**config.mk**
```make
export PLATFORM = sky130hd
export DESIGN_NAME = acs_sched_ctrl_flat
export DESIGN_NICKNAME = d
export VERILOG_FILES = /design/src/rtl/acs_sched_ctrl_if.sv /design/src/rtl/acs_sched_ctrl.sv /design/src/flat_wrapper.sv
export SDC_FILE = /design/constraint.sdc
export NUM_CORES = 1
export LEC_CHECK = 0
export BUFFER_PORTS_ARGS = -buffer_cell sky130_fd_sc_hd__clkbuf_2
export CAP_MARGIN = 25
export CELL_PAD_IN_SITES_DETAIL_PLACEMENT = 0
export CELL_PAD_IN_SITES_GLOBAL_PLACEMENT = 1
export CORE_MARGIN = 5
export CORE_UTILIZATION = 29
export CTS_CLUSTER_DIAMETER = 200
export DETAILED_ROUTE_END_ITERATION = 12
export HOLD_SLACK_MARGIN = 0.03
export PLACE_DENSITY_LB_ADDON = 0.1
export SETUP_SLACK_MARGIN = 0.02
export SLEW_MARGIN = 10
export SYNTH_ARGS = -nofsm -noshare
export SYNTH_HDL_FRONTEND = slang
export SYNTH_SLANG_ARGS = --single-unit
```
**constraint.sdc**
```tcl
create_clock -name clk -period 1.7 [get_ports clk]
set_input_delay 0.255 -clock clk [delete_from_list [all_inputs] [get_ports clk]]
set_output_delay 0.255 -clock clk [all_outputs]
set_load 0.01 [all_outputs]
```
**src/rtl/acs_sched_ctrl_if.sv**
```systemverilog
// Bus between the ACS bank sequencer and its environment.
// It carries the symbol strobes, the normalize requests and all scheduler outputs.
interface acs_sched_ctrl_if #(
    parameter int unsigned NUM_ACS = 8
);
    logic               enable;
    logic               symEn;
    logic               symEnEven;
    logic [NUM_ACS-1:0] normReq;
    logic [1:0]         slot;
    logic               slotValid;
    logic [4:0]         angle;
    logic [4:0]         tilt;
    logic               parity;
    logic               normalize;
    logic [7:0]         normCount;
    logic               overrun;

    modport master (
        output enable, symEn, symEnEven, normReq,
        input  slot, slotValid, angle, tilt, parity, normalize, normCount, overrun
    );

    modport slave (
        input  enable, symEn, symEnEven, normReq,
        output slot, slotValid, angle, tilt, parity, normalize, normCount, overrun
    );
endinterface

```
**src/rtl/acs_sched_ctrl.sv**
```systemverilog
// Symbol-level sequencer for a bank of multi-h ACS units. It generates the
// four-slot rotator schedule and keeps the per-symbol tilt and parity. It also
// merges the per-unit normalize requests into one symbol-aligned normalize pulse.
module acs_sched_ctrl #(
    parameter int unsigned NUM_ACS      = 8,
    parameter int unsigned TILT_STEP    = 1,
    parameter int unsigned HOLDOFF_SYMS = 2,
    parameter int unsigned ROT_45_0     = 0,
    parameter int unsigned ROT_45_1     = 0,
    parameter int unsigned ROT_45_2     = 0,
    parameter int unsigned ROT_45_3     = 0,
    parameter int unsigned ROT_54_0     = 0,
    parameter int unsigned ROT_54_1     = 0,
    parameter int unsigned ROT_54_2     = 0,
    parameter int unsigned ROT_54_3     = 0
) (
    input logic              clk,
    input logic              reset,
    acs_sched_ctrl_if.slave  bus
);

    localparam logic [4:0] TiltInc  = 5'(TILT_STEP % 32);
    localparam logic [3:0] HoldLoad = 4'(HOLDOFF_SYMS);

    typedef enum logic [1:0] {StIdle, StArmed, StIssue, StHoldoff} norm_state_e;

    // Odd parity (0) uses the 4/5 table, even parity (1) uses the 5/4 table.
    function automatic logic [3:0] rot_sel(input logic par, input logic [1:0] s);
        logic [3:0] r;
        r = '0;
        if (par) begin
            case (s)
                2'd0:    r = 4'(ROT_54_0);
                2'd1:    r = 4'(ROT_54_1);
                2'd2:    r = 4'(ROT_54_2);
                default: r = 4'(ROT_54_3);
            endcase
        end else begin
            case (s)
                2'd0:    r = 4'(ROT_45_0);
                2'd1:    r = 4'(ROT_45_1);
                2'd2:    r = 4'(ROT_45_2);
                default: r = 4'(ROT_45_3);
            endcase
        end
        return r;
    endfunction

    logic [NUM_ACS-1:0] req;
    logic               any_req;

    logic [1:0]  slot_q, slot_d;
    logic        valid_q, valid_d;
    logic [4:0]  tilt_q, tilt_d;
    logic        parity_q, parity_d;
    logic [4:0]  angle_q, angle_d;
    logic        overrun_q, overrun_d;
    logic [3:0]  rot;
    logic [5:0]  rot_sum;
    logic [5:0]  rot_neg;

    norm_state_e state_q, state_d;
    logic [3:0]  hold_q, hold_d;
    logic        norm_q, norm_d;
    logic [7:0]  count_q, count_d;

    assign req     = bus.normReq;
    assign any_req = |req;

    // Slot schedule, tilt/parity and the angle for the slot being presented next.
    always_comb begin
        slot_d    = slot_q;
        valid_d   = valid_q;
        tilt_d    = tilt_q;
        parity_d  = parity_q;
        overrun_d = overrun_q;
        angle_d   = '0;
        if (!bus.enable) begin
            slot_d    = '0;
            valid_d   = 1'b0;
            tilt_d    = '0;
            parity_d  = 1'b0;
            overrun_d = 1'b0;
        end else if (bus.symEn) begin
            slot_d   = '0;
            valid_d  = 1'b1;
            tilt_d   = tilt_q + TiltInc;
            parity_d = bus.symEnEven;
            // A new symbol before slot 3 cuts the previous schedule short.
            if (valid_q && (slot_q != 2'd3)) begin
                overrun_d = 1'b1;
            end
        end else if (valid_q) begin
            if (slot_q != 2'd3) begin
                slot_d = slot_q + 2'd1;
            end else begin
                valid_d = 1'b0;
            end
        end
        // Angle is built from next-state values so it lines up with the slot it accompanies.
        rot     = rot_sel(parity_d, slot_d);
        rot_sum = {1'b0, tilt_d} + {1'b0, rot, 1'b0};
        rot_neg = 6'd32 - rot_sum;
        if (bus.enable) begin
            angle_d = rot_neg[4:0];
        end
    end

    // Normalize arbitration: sample on a symbol, issue for the next full symbol, then hold off.
    always_comb begin
        state_d = state_q;
        hold_d  = hold_q;
        norm_d  = norm_q;
        count_d = count_q;
        if (!bus.enable) begin
            state_d = StIdle;
            hold_d  = '0;
            norm_d  = 1'b0;
        end else if (bus.symEn) begin
            unique case (state_q)
                StIdle: begin
                    if (any_req) begin
                        state_d = StArmed;
                    end
                end
                StArmed: begin
                    norm_d  = 1'b1;
                    state_d = StIssue;
                end
                StIssue: begin
                    norm_d = 1'b0;
                    if (count_q != 8'hff) begin
                        count_d = count_q + 8'd1;
                    end
                    if (HoldLoad == 4'd0) begin
                        state_d = StIdle;
                    end else begin
                        hold_d  = HoldLoad;
                        state_d = StHoldoff;
                    end
                end
                StHoldoff: begin
                    if (hold_q != 4'd0) begin
                        hold_d = hold_q - 4'd1;
                    end
                    if (hold_q <= 4'd1) begin
                        state_d = StIdle;
                    end
                end
                default: state_d = StIdle;
            endcase
        end
    end

    // State registers; reset clears everything including the normalize count.
    always_ff @(posedge clk) begin
        if (reset) begin
            slot_q    <= '0;
            valid_q   <= 1'b0;
            tilt_q    <= '0;
            parity_q  <= 1'b0;
            angle_q   <= '0;
            overrun_q <= 1'b0;
            state_q   <= StIdle;
            hold_q    <= '0;
            norm_q    <= 1'b0;
            count_q   <= '0;
        end else begin
            slot_q    <= slot_d;
            valid_q   <= valid_d;
            tilt_q    <= tilt_d;
            parity_q  <= parity_d;
            angle_q   <= angle_d;
            overrun_q <= overrun_d;
            state_q   <= state_d;
            hold_q    <= hold_d;
            norm_q    <= norm_d;
            count_q   <= count_d;
        end
    end

    assign bus.slot      = slot_q;
    assign bus.slotValid = valid_q;
    assign bus.angle     = angle_q;
    assign bus.tilt      = tilt_q;
    assign bus.parity    = parity_q;
    assign bus.normalize = norm_q;
    assign bus.normCount = count_q;
    assign bus.overrun   = overrun_q;

endmodule

```
**src/flat_wrapper.sv**
```systemverilog
// flat-port wrapper written by rule: the top's interface ports become plain ports
module acs_sched_ctrl_flat 
#(
    parameter int unsigned NUM_ACS      = 8,
    parameter int unsigned TILT_STEP    = 1,
    parameter int unsigned HOLDOFF_SYMS = 2,
    parameter int unsigned ROT_45_0     = 0,
    parameter int unsigned ROT_45_1     = 0,
    parameter int unsigned ROT_45_2     = 0,
    parameter int unsigned ROT_45_3     = 0,
    parameter int unsigned ROT_54_0     = 0,
    parameter int unsigned ROT_54_1     = 0,
    parameter int unsigned ROT_54_2     = 0,
    parameter int unsigned ROT_54_3     = 0
)
  (clk, reset, bus_enable, bus_symEn, bus_symEnEven, bus_normReq, bus_slot, bus_slotValid, bus_angle, bus_tilt, bus_parity, bus_normalize, bus_normCount, bus_overrun);
  acs_sched_ctrl_if #(.NUM_ACS(NUM_ACS)) bus_i ();
  input logic clk;
  input logic reset;
  input wire logic [$bits(bus_i.enable)-1:0] bus_enable;
  input wire logic [$bits(bus_i.symEn)-1:0] bus_symEn;
  input wire logic [$bits(bus_i.symEnEven)-1:0] bus_symEnEven;
  input wire logic [$bits(bus_i.normReq)-1:0] bus_normReq;
  output wire logic [$bits(bus_i.slot)-1:0] bus_slot;
  output wire logic [$bits(bus_i.slotValid)-1:0] bus_slotValid;
  output wire logic [$bits(bus_i.angle)-1:0] bus_angle;
  output wire logic [$bits(bus_i.tilt)-1:0] bus_tilt;
  output wire logic [$bits(bus_i.parity)-1:0] bus_parity;
  output wire logic [$bits(bus_i.normalize)-1:0] bus_normalize;
  output wire logic [$bits(bus_i.normCount)-1:0] bus_normCount;
  output wire logic [$bits(bus_i.overrun)-1:0] bus_overrun;
  assign bus_i.enable = bus_enable;
  assign bus_i.symEn = bus_symEn;
  assign bus_i.symEnEven = bus_symEnEven;
  assign bus_i.normReq = bus_normReq;
  assign bus_slot = bus_i.slot;
  assign bus_slotValid = bus_i.slotValid;
  assign bus_angle = bus_i.angle;
  assign bus_tilt = bus_i.tilt;
  assign bus_parity = bus_i.parity;
  assign bus_normalize = bus_i.normalize;
  assign bus_normCount = bus_i.normCount;
  assign bus_overrun = bus_i.overrun;
  acs_sched_ctrl #(.NUM_ACS(NUM_ACS), .TILT_STEP(TILT_STEP), .HOLDOFF_SYMS(HOLDOFF_SYMS), .ROT_45_0(ROT_45_0), .ROT_45_1(ROT_45_1), .ROT_45_2(ROT_45_2), .ROT_45_3(ROT_45_3), .ROT_54_0(ROT_54_0), .ROT_54_1(ROT_54_1), .ROT_54_2(ROT_54_2), .ROT_54_3(ROT_54_3)) u_core (.clk(clk), .reset(reset), .bus(bus_i));
endmodule
```
==> impl_results.md <==
* Post-layout minimum cycle time at about 1.6 ns
* DRT Pass-1 Iters at 5
* Non-filler cells, final at between 200 and 300
* CP required at 1.87 ns
* DP Worst Slack at approximately 0.044 ns
* P per Cell Area at 761.7 nW/um2
* Status: finished clean
* Core ar. at a little over 5000 um2
* Antenna Nets Post-Route at 0
* Layout net count at about 220
* F_max at a little over 0.6 GHz
* H-tree Lvls at 2
* Relative slew slack at around 77%
* Io pins at 37
* Sequential element share of the synthesized area at between 40% and 50%
* R2r setup slk at 0.09 ns
* Critical path data arrival time at between 1.5 and 2 ns
* Post-Syn Area per Cell at 9.468 um2
* Most frequent cell after synthesis: dfxtp_1
* Top post-synthesis cells by area: dfxtp_1, ha_1, nor2_1
* Placed Instances at 263
* Drc violations at 0
* Ys async rst share at 0%
* Number of global-route vias before repair at about 1,300
* RSZ-0062 raised after global routing: no
* Area delta synth->final at 26.60%
* Post-synth cell types at 41
* Cells on worst reg2reg path at 5
* Max Root-Sink Buffers at 2
* Final wirelength at 3.327 mm
* Synth top cells by count: dfxtp_1, nor2_1, ha_1
* Num CTS Buffers at 5
* Type of element capturing the critical path: flop
* Crit-path slowest cell: mux2_2
* WL/cell at between 10 and 15 um
* Crit-path max FO at 2
* Root Buffer: clkbuf_8
* Kind of critical path: flop to flop
* Final count of hold timing violations at 0
* Storage element area at 603.1 um2
* Tcrit/Tclk final at about 95%
* Final WS setup at 0.09327 ns
* CP Launch Type: flop
* HP Class: primary input to flop
* Ant. Diodes at 0
* Reg2reg end: u_core.bus.angle[3]
* Cell taking the most area after synthesis: dfxtp_1
* Total Die Area at about 6700 um2
* Synth Flop Type: dfxtp_1
* Sink Count at 30
* Detailed Place HPWL at roughly 2.6 mm
* CP endpoint: u_core.bus.angle[3]
* Vias per std cell at roughly 4.5
* GRT Resource Usage Total at between 10% and 20%
* Fin area at 1882 um2
* Via Count at approximately 1,200
* First-pass GRT wire length at around 5.6 mm
* Synth Cell Area at about 1500 um2
* CP startpoint: u_core.bus.tilt[0]
* Post-synthesis register bit count at 30
* Clk pin slew, worst setup/hold paths at 0.06 ns
* Die Wd at 81.60 um
* Slew Limit Fails at 0
* Final TNS setup at 0 ns
* Max-Cap Viols at 0
* Clock Skew at approximately 0.0040 ns
* P_leak at approximately 0.00083 uW
* Area of the multi-input gates at 859.6 um2
* Iter 0 DRT Violations at between 40 and 50
* Synth warn at 0
* R2R Path Start: u_core.bus.tilt[0]
* FP Rows at 26
* Grt total ovfl at 0
* Fill cells at around 540
* Post-synth top area share at 40.40%
* GP Congestion at just over 0.7
* Port bufs at 36
* CTS tree: yes
* Clock Latency Late Sink at 0.28 ns
* Power consumption at roughly 1400 uW
* Post-synth EDFFs at 0
* Worst path cell trace: ha_1, mux2_4, o21ai_1, nor2b_1, mux2_2
* Initial antenna violation count at 0
* Placement-stage cell area at about 1800 um2
* Largest net degree at the start of global routing at 15
* Syn nets at 180
* Cell count after synthesis at between 150 and 200
* Die Y at 81.60 um
* Layout cells sized above 1 at about a third
* Tightest Pin Transition at 0.3390 ns
* Final setup fails at 0
* Initial core utilization at 29.48%
* Worst VDD drop at 322.1 uV
* Slowest stage delay, CP at around 0.34 ns
registers in the layout, summed over array words and instances (netlist names):
name and flops:
u_core.bus.normCount 8, u_core.bus.angle 5, u_core.bus.tilt 5, u_core.hold_q 4, u_core.bus.slot 2, u_core.state_q 2, u_core.bus.normalize 1, u_core.bus.overrun 1
u_core.bus.parity 1, u_core.bus.slotValid 1
stage by stage:
| step | hold WS, ns | util [%] |
|---|---|---|
| 2_1_floorplan | 0.3266 | - |
| 3_3_place_gp | 0.4555 | 34.94 |
| 3_5_place_dp | 0.4758 | 34.94 |
| 4_1_cts | 0.2145 | 36.75 |
| 5_1_grt | 0.2380 | 37.32 |
| 6_report | 0.2159 | 37.32 |
kinds of logic (layout without fill, tap and decap cells):
| group | after synthesis | count (layout) | synth area share [%] |
|---|---|---|---|
| xor+xnor | 12 | 12 | 7.071 |
| buf+inv | 9 | 54 | 3.198 |
| simple gates | 69 | 69 | 25.84 |
| mux | 9 | 9 | 6.902 |
| compound gates | 18 | 18 | 8.165 |
| flops | 30 | 30 | 40.40 |
| fa+ha+maj | 10 | 10 | 8.418 |
cells in the final DEF (no fill, tap or decap), types with 3 or more instances in the layout:
cell      Yosys  layout
nor2b_1       5       5
buf_4         1       6
nand3_1       4       4
xor2_1        7       7
dfxtp_1      30      28
clkbuf_8      0       6
nor3_1        3       3
nand2_1       9       8
clkbuf_2      0      36
ha_1         10       8
nand2b_1      3       3
inv_1         4       4
a311oi_1      3       3
nor2_1       26      26
xnor2_1       5       5
o211ai_1      3       3
and3_1        4       4
mux2i_1       5       4
a21oi_1       5       5
cell type report:
cell class | count | area share (%)
clock buffer | 7 | 4.588
timing repair buffer | 42 | 11.97
tap | 70 | 4.654
clock inverter | 1 | 0.2660
inverter | 4 | 0.7979
sequential | 30 | 32.05
multi-input combinational | 118 | 45.68
worst min path at each step:
| stage | cells after the start | slack [ns] | startpoint | to |
|---|---|---|---|---|
| CTS | 3 | 0.21 | bus_symEnEven | u_core.bus.parity |
| finish | 3 | 0.22 | bus_symEnEven | u_core.bus.parity |
| global placement | 2 | 0.46 | u_core.bus.overrun | u_core.bus.overrun |
| global route | 3 | 0.24 | bus_symEnEven | u_core.bus.parity |
| floorplan | 1 | 0.33 | reset | u_core.bus.tilt[2] |
| detailed placement | 2 | 0.48 | u_core.bus.overrun | u_core.bus.overrun |
power by group:
part / total, uW / internal (uW) / switching, uW
Clock: 592 / 326 / 266
Combinational: 121 / 54.7 / 66.1
Sequential: 721 / 715 / 5.48
Total: 1430 / 1100 / 337
per-layer routing:
metal | GRT usage, % | wire length, um | up-vias
li1 | - | - | 630
met1 | 12.70 | 1579 | 566
met2 | 18.49 | 1515 | 26
met3 | 3.618 | 166 | 7
met4 | 4.983 | 65 | 0
met5 | 0 | 0 | -
critical path, delay by kind of cell, from the launching register on:
family / cells / cell delay [ns]
AOI/OAI and AO/OA: 1 / 0.13
DFF: 1 / 0.32
and+or+nand+nor: 1 / 0.15
muxes: 2 / 0.61
adders and majority gates: 1 / 0.29
timing repair:
action	4_1_cts	5_1_grt
gates resized for setup	0	5
setup endpoints to repair	0	3
endpoints found under the hold margin	0	0
buffers inserted	0	1
hold buffers	0	0
Power figures use the tool's default switching activity.
